## config.mk

```make
export PLATFORM = sky130hd
export DESIGN_NAME = alu_add_arbiter
export DESIGN_NICKNAME = d
export VERILOG_FILES = /design/src/rtl/alu_pkg.sv /design/src/rtl/alu_add_flags.sv /design/src/rtl/alu_add_arbiter.sv
export SDC_FILE = /design/constraint.sdc
export NUM_CORES = 1
export LEC_CHECK = 0
export BUFFER_PORTS_ARGS = -buffer_cell sky130_fd_sc_hd__buf_4
export CAP_MARGIN = 20
export CORE_UTILIZATION = 40
export CTS_CLUSTER_SIZE = 30
export DETAILED_ROUTE_END_ITERATION = 10
export PLACE_DENSITY = 0.73
export SLEW_MARGIN = 30
export SYNTH_ARGS = -nofsm -noshare
export SYNTH_HDL_FRONTEND = slang
export SYNTH_SLANG_ARGS = --single-unit
```

## constraint.sdc

```tcl
create_clock -name clk -period 3.4 [get_ports clk]
set_input_delay 0.85 -clock clk [delete_from_list [all_inputs] [get_ports clk]]
set_output_delay 0.85 -clock clk [all_outputs]
set_load 0.02 [all_outputs]
```

## src/rtl/alu_pkg.sv

```systemverilog
// Shared types and constants for the arbitrated add-with-flags datapath.
package alu_pkg;

  typedef enum logic [1:0] {
    IDLE = 2'd0,
    EXEC = 2'd1,
    RESP = 2'd2
  } state_t;

  localparam int FLAG_W    = 5;
  localparam int FLG_SIGN  = 4;
  localparam int FLG_ZERO  = 3;
  localparam int FLG_CARRY = 2;
  localparam int FLG_PAR   = 1;
  localparam int FLG_OVF   = 0;

endpackage

```

## src/rtl/alu_add_flags.sv

```systemverilog
// Combinational WIDTH-bit adder producing the sum and its five status flags.
module alu_add_flags
  import alu_pkg::*;
#(
  parameter int WIDTH = 16
) (
  input  logic [WIDTH-1:0]  x,
  input  logic [WIDTH-1:0]  y,
  output logic [WIDTH-1:0]  z,
  output logic [FLAG_W-1:0] flags
);

  logic [WIDTH:0] sum;

  always_comb begin
    sum   = {1'b0, x} + {1'b0, y};
    z     = sum[WIDTH-1:0];
    flags = '0;
    flags[FLG_SIGN]  = sum[WIDTH-1];
    flags[FLG_ZERO]  = (sum[WIDTH-1:0] == '0);
    flags[FLG_CARRY] = sum[WIDTH];
    // Parity is set for an even number of ones in the sum.
    flags[FLG_PAR]   = ~^sum[WIDTH-1:0];
    flags[FLG_OVF]   = (x[WIDTH-1] == y[WIDTH-1]) && (sum[WIDTH-1] != x[WIDTH-1]);
  end

endmodule

```

## src/rtl/alu_add_arbiter.sv

```systemverilog
// Round-robin arbiter sharing one adder between two requesters via IDLE/EXEC/RESP.
module alu_add_arbiter
  import alu_pkg::*;
#(
  parameter int WIDTH = 16
) (
  input  logic              clk,
  input  logic              rst,
  input  logic              req0_valid,
  output logic              req0_ready,
  input  logic [WIDTH-1:0]  req0_x,
  input  logic [WIDTH-1:0]  req0_y,
  input  logic              req1_valid,
  output logic              req1_ready,
  input  logic [WIDTH-1:0]  req1_x,
  input  logic [WIDTH-1:0]  req1_y,
  output logic              rsp0_valid,
  input  logic              rsp0_ready,
  output logic              rsp1_valid,
  input  logic              rsp1_ready,
  output logic [WIDTH-1:0]  rsp_z,
  output logic [FLAG_W-1:0] rsp_flags,
  output logic              busy
);

  state_t             state;
  logic               rr_ptr;
  logic               owner;
  logic [WIDTH-1:0]   x_q;
  logic [WIDTH-1:0]   y_q;
  logic [WIDTH-1:0]   sum_z;
  logic [FLAG_W-1:0]  sum_flags;
  logic               grant0;
  logic               grant1;
  logic               owner_ready;

  alu_add_flags #(.WIDTH(WIDTH)) u_add (
    .x     (x_q),
    .y     (y_q),
    .z     (sum_z),
    .flags (sum_flags)
  );

  // A lone requester always wins; on contention rr_ptr picks the winner.
  always_comb begin
    grant0 = !rst && (state == IDLE) && req0_valid && (!req1_valid || !rr_ptr);
    grant1 = !rst && (state == IDLE) && req1_valid && (!req0_valid ||  rr_ptr);
  end

  assign req0_ready  = grant0;
  assign req1_ready  = grant1;
  assign rsp0_valid  = (state == RESP) && !owner;
  assign rsp1_valid  = (state == RESP) &&  owner;
  assign busy        = (state != IDLE);
  assign owner_ready = owner ? rsp1_ready : rsp0_ready;

  always_ff @(posedge clk) begin
    if (rst) begin
      state     <= IDLE;
      rr_ptr    <= 1'b0;
      owner     <= 1'b0;
      x_q       <= '0;
      y_q       <= '0;
      rsp_z     <= '0;
      rsp_flags <= '0;
    end else begin
      case (state)
        IDLE: begin
          if (grant0 || grant1) begin
            x_q   <= grant1 ? req1_x : req0_x;
            y_q   <= grant1 ? req1_y : req0_y;
            owner <= grant1;
            state <= EXEC;
          end
        end
        EXEC: begin
          rsp_z     <= sum_z;
          rsp_flags <= sum_flags;
          state     <= RESP;
        end
        RESP: begin
          // Handing priority to the other side keeps a busy requester from starving it.
          if (owner_ready) begin
            rr_ptr <= ~owner;
            state  <= IDLE;
          end
        end
        default: state <= IDLE;
      endcase
    end
  end

endmodule

```

Word-level counts from Yosys, hierarchy flattened
Index checks and enable logic that the tools add are counted.
{"block": "word_totals", "out_inout_bits": 26, "input_bits": 70, "register_bits": 57}
{"block": "op_classes", "muxes": 6, "bitwise": 1, "reduce_logical": 23, "n_eq_ne": 6, "add_sub_neg": 1}
{"operator": "16-bit two-way mux", "count": 2}
{"operator": "16-bit by 16-bit adder with 17-bit output", "count": 1}
{"operator": "16-bit logical NOT", "count": 1}
{"operator": "16-bit XNOR reduction", "count": 1}
{"operator": "1-bit logical AND", "count": 8}
{"operator": "2-bit one-hot mux with 3 select lines", "count": 1}
{"operator": "2-bit AND reduction", "count": 3}
{"operator": "1-bit logical NOT", "count": 5}
{"operator": "2-bit two-way mux", "count": 2}
{"operator": "1-bit logical OR", "count": 3}
{"operator": "2-bit by 1-bit == test with 1-bit output (second input constant)", "count": 1}
{"operator": "2-bit == test (second input constant)", "count": 1}
{"operator": "2-bit logical NOT", "count": 1}
{"operator": "2-bit by 1-bit != test with 1-bit output (second input constant)", "count": 1}
{"operator": "2-bit != test (second input constant)", "count": 1}
{"operator": "2-bit nonzero test", "count": 1}
{"operator": "1-bit == test", "count": 1}
{"operator": "1-bit two-way mux", "count": 1}
{"operator": "1-bit != test", "count": 1}
{"operator": "1-bit NOT", "count": 1}

Longest topological paths before layout
Gate-level depths: netlist of the first run.
{"block": "depth", "depth_word": 7, "depth_mapped": 16, "ltp_nobuf": 16}

Cells and area by module
From an unflattened synthesis of the first run, not the netlist that was laid out.
{"block": "hier_totals", "cells_unflattened": 457, "hier_area_um2": 3907.5}
{"mod": "alu_add_arbiter", "cells_each": 317, "area_per_inst_um2": 2837.7, "n_inst": 1}
{"mod": "alu_add_flags", "cells_each": 140, "area_per_inst_um2": 1069.8, "n_inst": 1}

Worst setup path after synthesis of the first run
Ideal clock, no wire load.
{"block": "synth_timing", "kind": "register to register", "startpoint": "reg y_q[0]", "endpoint": "reg rsp_flags[1]", "path_buffers": 0, "arrival_time_ps": 3069, "stages_incl_launch_ff": 17, "setup_slack_ps": 261, "required_time_ps": 3330, "period_less_slack_ps": 3139, "setup_time_ps": 70, "cell_sequence": "dfxtp_1 ha_1 inv_1 fa_1 nor2b_1 o21bai_1 a211oi_1 o21a_1 o21a_1 nor2_1 xor2_1 ha_1 xnor2_1 xnor2_1 xnor2_1 xnor3_4 a21oi_1"}
{"block": "synth_via", "elab_chain_cells": 2}
{"item": "from (decl)", "line": "alu_add_arbiter.sv:30", "source": "logic [WIDTH-1:0] y_q;"}
{"item": "from (signal assigned)", "line": "alu_add_arbiter.sv:71", "source": "y_q <= grant1 ? req1_y : req0_y;"}
{"item": "16-bit by 16-bit adder with 17-bit output", "line": "alu_add_flags.sv:16", "source": "sum = {1'b0, x} + {1'b0, y};"}
{"item": "16-bit XNOR reduction", "line": "alu_add_flags.sv:23", "source": "flags[FLG_PAR] = ~^sum[WIDTH-1:0];"}
{"item": "to (signal assigned)", "line": "alu_add_arbiter.sv:78", "source": "rsp_flags <= sum_flags;"}
{"item": "to (decl)", "line": "alu_add_arbiter.sv:22", "source": "output logic [FLAG_W-1:0] rsp_flags,"}
Every way passes these cells.
A chain may end at the register's enable or synchronous reset.

Worst setup path in the final report of the first run
Ends and elaborated chain as after synthesis.

==> results of run 1 <==
==> routing by layer <==
layer / part of all wire / track usage / vias up
met1: 0.51 / 0.2652 / 1348
met3: 0.040 / 0.02513 / 3
met2: 0.45 / 0.2828 / 86
met4: 0.0030 / 0.04365 / 0
li1: - / - / 1585
met5: 0 / 0 / -
==> per-stage QoR <==
stage / util / std cells / instance area (um^2) / setup TNS, ns / setup slack (ns)
after floorplan: - / 404 / 3178 / 0 / 0.2611
after global placement: 0.5142 / 580 / 3953 / 0 / 0.1004
after detailed placement: 0.5145 / 580 / 3955 / -0.005616 / -0.005616
after CTS: 0.5269 / 588 / 4050 / 0 / 0.02318
after global routing: 0.5340 / 589 / 4105 / -0.003780 / -0.003780
final: 0.5340 / 589 / 4105 / 0 / 0.1519
==> critical path, delay by kind of cell (launching register included) <==
kind	cells	cell delay, ns
DFF	1	0.36
and+or+nand+nor	2	0.20
AOI/OAI and AO/OA	5	0.78
xor gates and xnor gates	5	0.95
adders and majority gates	3	0.84
buffers and inverters	1	0.05
==> cell type report <==
type,instances,area [um^2]
tap,102,127.6
clock buffer,8,90.09
inverter,8,30.03
timing repair buffer,101,758.2
fill,755,3582
multi-input combinational,314,1976
sequential,56,1124
==> power groups by stage <==
| stage | clock [uW] | sequential [uW] | combinational (uW) |
|---|---|---|---|
| 2_1_floorplan | 0 | 803 | 530 |
| 3_3_place_gp | 0 | 787 | 738 |
| 3_5_place_dp | 0 | 790 | 751 |
| 4_1_cts | 370 | 775 | 756 |
| 5_1_grt | 398 | 787 | 861 |
| 6_report | 362 | 777 | 783 |
==> flip-flops by register name, indices dropped and copies added (netlist names) <==
name       count
rsp_flags      4
state          2
rsp_z         16
owner          1
y_q           16
x_q           16
rr_ptr         1
==> timing repair <==
action,in CTS,in global routing
endpoints found under the setup margin,1,1
setup buffers,0,1
gates resized for setup,1,11
hold buffers,0,0
pin swaps,0,8
==> layout by cell type (no fill, tap or decap), types with 4 or more instances in the layout <==
cell / count
sky130_fd_sc_hd__xor2_1: 9
sky130_fd_sc_hd__clkbuf_8: 6
sky130_fd_sc_hd__buf_4: 101
sky130_fd_sc_hd__ha_1: 22
sky130_fd_sc_hd__xnor2_1: 9
sky130_fd_sc_hd__inv_1: 8
sky130_fd_sc_hd__nand2_1: 86
sky130_fd_sc_hd__o21ai_0: 13
sky130_fd_sc_hd__nand3_1: 8
sky130_fd_sc_hd__a21oi_1: 23
sky130_fd_sc_hd__and2_1: 4
sky130_fd_sc_hd__nor2_1: 54
sky130_fd_sc_hd__a211oi_1: 4
sky130_fd_sc_hd__a311oi_1: 32
sky130_fd_sc_hd__dfxtp_1: 54
==> logic make-up after synthesis <==
kind of cell,after synthesis
xor+xnor,20
buf+inv,34
flops,56
fa+ha+maj,24
mux,1
compound gates,96
simple gates,173
==> path summary, 6_finish.rpt <==
path / startpoint / end / slack [ns] / cells after the start
max: y_q[0]$_SDFFE_PP0P_ / rsp_flags[1]$_SDFFE_PP0N_ / 0.15 / 16
min: rsp_flags[0]$_SDFFE_PP0N_ / rsp_flags[0]$_SDFFE_PP0N_ / 0.47 / 2
max reg2reg: y_q[0]$_SDFFE_PP0P_ / rsp_flags[1]$_SDFFE_PP0N_ / 0.15 / 16
min reg2reg: rsp_flags[0]$_SDFFE_PP0N_ / rsp_flags[0]$_SDFFE_PP0N_ / 0.47 / 2
==> impl_metrics.yaml, run 1 <==
run_status:
  run_status: "completed"
yosys:
  share_of_the_synthesized_area_in_the_top_cell_type: 0.3528
  syn-mean-instance-area_um2: 7.866
  synthMostInstantiatedCell: "sky130_fd_sc_hd__nand2_1"
  dominant_combinational_cell_family_by_area_after_synthesis: "simple AND/OR/NAND/NOR gates"
  synth_cells: 404
  ys_top_cells_by_area: "sky130_fd_sc_hd__dfxtp_1, sky130_fd_sc_hd__nand2_1, sky130_fd_sc_hd__ha_1"
  syn-cell-area_um2: 3178
  synth_cell_type_count: 45
  synth-async-reset-ratio: 0
  synth_largest_area_cell: "sky130_fd_sc_hd__dfxtp_1"
  synth.ff_latch_count: 56
  area_share_of_xor_xnor_cells_in_the_synthesized_design: 0.06063
  synth_commonest_cells: "sky130_fd_sc_hd__nand2_1, sky130_fd_sc_hd__dfxtp_1, sky130_fd_sc_hd__nor2_1, sky130_fd_sc_hd__a311oi_1, sky130_fd_sc_hd__a21oi_1"
  syn-num-nets: 498
  share_of_synthesized_area_occupied_by_flip_flops_and_latches: 0.3528
  synth-simple-area-share: 0.2299
  synthMuxAreaShare: 0.003150
  ys_warn_count: 0
  dominantRegCellSynth: "sky130_fd_sc_hd__dfxtp_1"
  synth_compound_area_frac: 0.2130
  adder_cell_area_share_of_the_yosys_netlist: 0.09685
  synth_enable_flop_cells: 0
sta:
  final.setup_skew_ns: 0.003491
  max_slew_margin: 0.5173
  tightest_slew_ns: 0.7225
  whs_ns: 0.4655
  finalHoldViolCount: 0
  period_needed_ns: 3.248
  timing.fmax_ghz: 0.3079
  setup_violations: 0
  timing.final.max_slew_violations: 0
  min_period_over_period: 0.9553
route:
  dr.pass1.iters: 5
  detail_route.wirelength_mm: 7.577
  route.detailed.wl_per_inst_um: 12.86
  detail_route.drc_violations: 0
  avgViaCountPerCell: 5.131
  ant_nets: 0
  iteration_0_drc_count_of_the_detailed_router: 103
  vias: 3022
global_route:
  grt.total_usage: 0.1821
  first_global_vias: 2767
  grt_first_pass_wirelength_mm: 12.56
  antenna_found_initial: 0
  gr-total-overflow: 0
  pin_count_of_the_biggest_net_entering_global_routing: 66
pwr:
  power_frac_seq: 0.404
  clock_power_share: 0.188
  power.density_cell_area_nw_per_um2: 468.0
  report.power.total_uw: 1921
  vdd_drop_max_mv: 0.1933
  p_leak_uw: 0.001772
  power.internal_uw: 1288
  switchingPower_uw: 633.7
  sw_frac_of_total: 0.3298
  power.share.combinational: 0.407
run:
  number_of_maximum_capacitance_constraint_violations: 0
clock_tree:
  tritoncts_num_sinks: 56
  clock-root-buffer: "sky130_fd_sc_hd__clkbuf_8"
  clock_tree_from_tritoncts: "built"
  clkSlewWorstSetupHoldPaths_ns: 0.09
  clock_insertion_delay_worst_skew_ns: 0.30
  cts_max_level: 2
  clock_path_buffers: 2
  cts-buffers-inserted: 5
die:
  die-area_um2: 8306
  boundaryPins: 96
  dieHeight_um: 91.14
  design.core.area_um2: 7687
  number_of_rows_in_the_core_area: 32
  die_w_um: 91.14
  floorplan.initialDensity: 0.4134
critical_path:
  crit_path_max_incr_delay_ns: 0.39
  timing_worst_setup_path_type: "flop to flop"
  cp_data_required_time_ns: 3.64
  crit_path_start_kind: "flop"
  worst_setup_path_end_kind: "flop"
  critical-path-slowest-cell: "sky130_fd_sc_hd__fa_2"
  critical_path.cell_chain: "ha_4 -> inv_1 -> fa_2 -> nor2b_4 -> o21bai_4 -> a211oi_2 -> o21a_1 -> o21a_1 -> nor2_1 -> xor2_1 -> ha_1 -> xnor2_2 -> xnor2_1 -> xnor2_1 -> xnor3_4 -> a21oi_2"
  crit_fanout: 3
  crit_arrival_ns: 3.49
worst_hold_path:
  timing.hold.worst.class: "flop to flop"
final_layout:
  antenna_cells: 0
  share_of_post_route_cells_with_drive_strength_above_1: 0.2608
  layout.nets: 580
  syn2layout_area_growth_pct: 29.17
place:
  gp_routability_congestion: 0.8348
  buffer_ports.inserted: 95
  dpl.hpwl_mm: 5.885
Power figures use the tool's default switching activity.
==> run 2, diff against run 1 <==
- ABC_AREA: unset -> 1
- PLACE_DENSITY: 0.73 -> 0.72
==> run 2 against run 1 <==
First-iteration DRC count is 44% higher. Synthesized area is 9.4% higher. Largest power group is now sequential cells. Highest routed layer unchanged. Die area is 9.2% higher. Sequential share of layout area is 1.5 points lower. Non-clock buffer count is 1 lower.
==> impl_metrics.yaml, run 2 <==
run_status:
  run_status: "completed"
place:
  preCtsSetupSlack_ns: 0.4448
  post_dp_cell_area_um2: 4235
  dpl.hpwl_mm: 6.391
  gp_routability_congestion: 0.8207
  buffer_ports.inserted: 95
yosys:
  ys_top_cells_by_area: "sky130_fd_sc_hd__dfxtp_1, sky130_fd_sc_hd__nand2_1, sky130_fd_sc_hd__nor2_1"
  synth_cell_type_count: 38
  synthMostInstantiatedCell: "sky130_fd_sc_hd__nand2_1"
  syn-num-nets: 600
  synth_commonest_cells: "sky130_fd_sc_hd__nand2_1, sky130_fd_sc_hd__nor2_1, sky130_fd_sc_hd__dfxtp_1, sky130_fd_sc_hd__inv_1, sky130_fd_sc_hd__a21oi_1"
  synth_enable_flop_cells: 0
  synth-async-reset-ratio: 0
  share_of_the_synthesized_area_in_the_top_cell_type: 0.3224
  synth.ff_latch_count: 56
  share_of_synthesized_area_occupied_by_flip_flops_and_latches: 0.3224
  syn-mean-instance-area_um2: 6.872
  ys_warn_count: 0
  syn-cell-area_um2: 3477
  synth_largest_area_cell: "sky130_fd_sc_hd__dfxtp_1"
  synth_cells: 506
  dominantRegCellSynth: "sky130_fd_sc_hd__dfxtp_1"
worst_hold_path:
  whs_path_depth: 2
  timing.hold.worst.class: "flop to flop"
  holdPathEnd: "x_q[11]$_SDFFE_PP0P_"
  hp-start: "x_q[11]$_SDFFE_PP0P_"
global_route:
  grt.total_usage: 0.1895
  pin_count_of_the_biggest_net_entering_global_routing: 57
  first_global_vias: 3114
  antenna_found_initial: 0
  gr-total-overflow: 0
  grt_first_pass_wirelength_mm: 13.71
sta:
  rsz0062_at_grt: "no"
  setup_violations: 0
  final.setup.tns_ns: 0
  postLayoutSetupSlackWorst_ns: 0.4273
  timing.fmax_ghz: 0.3364
  period_needed_ns: 2.973
  timing.final.max_slew_violations: 0
  final.setup_skew_ns: 0.004129
  min_period_over_period: 0.8743
  tightest_slew_ns: 0.7693
  max_slew_margin: 0.4866
  finalHoldViolCount: 0
clock_tree:
  cts-buffers-inserted: 5
  clock_insertion_delay_worst_skew_ns: 0.31
  post_cts.resized_instances: 0
  clkSlewWorstSetupHoldPaths_ns: 0.09
  clock-root-buffer: "sky130_fd_sc_hd__clkbuf_8"
  cts_max_level: 2
  clock_path_buffers: 2
  post_cts_hold_buffer_count: 0
  post-cts-setup-buffers: 0
  tritoncts_num_sinks: 56
  clock_tree_from_tritoncts: "built"
die:
  die_w_um: 95.24
  number_of_rows_in_the_core_area: 33
  dieHeight_um: 95.24
  boundaryPins: 96
  die-area_um2: 9070
  design.core.area_um2: 8299
  floorplan.initialDensity: 0.4190
critical_path:
  crit_fanout: 4
  r2r.worst_path.cells: 19
  crit_path_start_kind: "flop"
  timing_worst_setup_path_type: "flop to flop"
  r2r_slack_ns: 0.43
  cp_data_required_time_ns: 3.62
  worst_setup_path_end_kind: "flop"
  r2r-end: "rsp_flags[1]$_SDFFE_PP0N_"
  crit_arrival_ns: 3.19
  r2r-start: "x_q[0]$_SDFFE_PP0P_"
route:
  route.layer.met1.wl_mm: 3.977
  detail_route.wirelength_mm: 8.147
  dr.pass1.iters: 4
  avgViaCountPerCell: 4.845
  ant_nets: 0
  route.detailed.wl_per_inst_um: 11.71
  detail_route.drc_violations: 0
  top_layer_used: "met4"
  vias: 3372
  wl_met2_mm: 3.649
  detailroute.wirelength.met3_um: 456
  iteration_0_drc_count_of_the_detailed_router: 148
pwr:
  power.density_cell_area_nw_per_um2: 422.1
  report.power.total_uw: 1827
  p_leak_uw: 0.002166
  vdd_drop_max_mv: 0.2141
final_layout:
  share_of_post_route_cells_with_drive_strength_above_1: 0.2437
  layout_top_registers: "rsp_z (16), x_q (16), y_q (16)"
  antenna_cells: 0
  layout.cells.most_common_list: "sky130_fd_sc_hd__buf_4, sky130_fd_sc_hd__nand2_1, sky130_fd_sc_hd__nor2_1, sky130_fd_sc_hd__dfxtp_1, sky130_fd_sc_hd__inv_1"
  layout.nets: 684
  final_common_cell: "sky130_fd_sc_hd__buf_4"
  syn2layout_area_growth_pct: 24.47
  final_area_um2: 4328
run:
  number_of_maximum_capacitance_constraint_violations: 0
[run 2: cell types whose count changed after synthesis, moves of 13 or more]
| cell | delta |
|---|---|
| sky130_fd_sc_hd__inv_1 | +42 |
| sky130_fd_sc_hd__a311oi_1 | -32 |
| sky130_fd_sc_hd__nor2_1 | +28 |
| sky130_fd_sc_hd__a21oi_1 | +24 |
| sky130_fd_sc_hd__o21ai_1 | +17 |
| sky130_fd_sc_hd__nand2_2 | +13 |
[run 2: power by group]
group / switching (uW) / internal (uW) / total (uW)
Clock: 211 / 163 / 374
Sequential: 39.5 / 722 / 761
Combinational: 390 / 302 / 692
[run 2: area by class of cell]
| cell class | count | area (um^2) |
|---|---|---|
| multi-input cells | 370 | 2006 |
| clock inverters | 2 | 10.01 |
| fillers | 827 | 3971 |
| clock buffers | 6 | 82.58 |
| repair buffers | 100 | 763.2 |
| well taps | 105 | 131.4 |
| inverters | 57 | 214.0 |
| flip-flops and latches | 56 | 1121 |
[run 2: how the worst max path moves through the flow]
stage	cells after the start	endpoint	from	slack (ns)
2_1_floorplan	19	rsp_flags[1]$_SDFFE_PP0N_	y_q[0]$_SDFFE_PP0P_	0.72
3_3_place_gp	19	rsp_flags[1]$_SDFFE_PP0N_	y_q[0]$_SDFFE_PP0P_	0.59
3_5_place_dp	19	rsp_flags[1]$_SDFFE_PP0N_	x_q[0]$_SDFFE_PP0P_	0.44
4_1_cts	19	rsp_flags[1]$_SDFFE_PP0N_	x_q[0]$_SDFFE_PP0P_	0.43
5_1_grt	19	rsp_flags[1]$_SDFFE_PP0N_	y_q[0]$_SDFFE_PP0P_	0.15
6_report	19	rsp_flags[1]$_SDFFE_PP0N_	x_q[0]$_SDFFE_PP0P_	0.43
[run 2: stage by stage]
step	util	hold WS, ns	std cells
2_1_floorplan	-	0.4473	506
4_1_cts	0.5215	0.4777	696
3_3_place_gp	0.5103	0.4608	688
5_1_grt	0.5215	0.4973	696
3_5_place_dp	0.5103	0.4628	688
6_report	0.5215	0.4753	696
[run 2: worst max-delay path: stages, from the launching register on]
cell,delay [ns]
sky130_fd_sc_hd__dfxtp_1,0.35
sky130_fd_sc_hd__ha_1,0.17
sky130_fd_sc_hd__inv_1,0.06
sky130_fd_sc_hd__fa_1,0.41
sky130_fd_sc_hd__inv_1,0.09
sky130_fd_sc_hd__nand2_1,0.06
sky130_fd_sc_hd__nand3_2,0.10
sky130_fd_sc_hd__inv_1,0.06
sky130_fd_sc_hd__o21bai_2,0.13
sky130_fd_sc_hd__xor2_1,0.18
sky130_fd_sc_hd__inv_2,0.06
sky130_fd_sc_hd__ha_1,0.30
sky130_fd_sc_hd__xnor2_1,0.22
sky130_fd_sc_hd__xnor2_1,0.16
sky130_fd_sc_hd__xor2_1,0.20
sky130_fd_sc_hd__inv_1,0.07
sky130_fd_sc_hd__nand2_1,0.06
sky130_fd_sc_hd__nand3_1,0.07
sky130_fd_sc_hd__nand2_1,0.09
sky130_fd_sc_hd__inv_1,0.03
[run 2: kinds of logic (layout without fill, tap and decap cells)]
| family | after synthesis | in the layout | synth area share |
|---|---|---|---|
| simple gates | 221 | 221 | 0.2684 |
| compound gates | 108 | 108 | 0.1734 |
| flops | 56 | 56 | 0.3224 |
| fa+ha+maj | 24 | 24 | 0.08852 |
| xor+xnor | 17 | 17 | 0.04498 |
| buf+inv | 80 | 165 | 0.1022 |
[run 2: metal layers]
layer,GRT usage,vias to the layer above
li1,-,1788
met3,0.03030,5
met2,0.3113,95
met5,0,-
met4,0.04672,0
met1,0.2575,1484
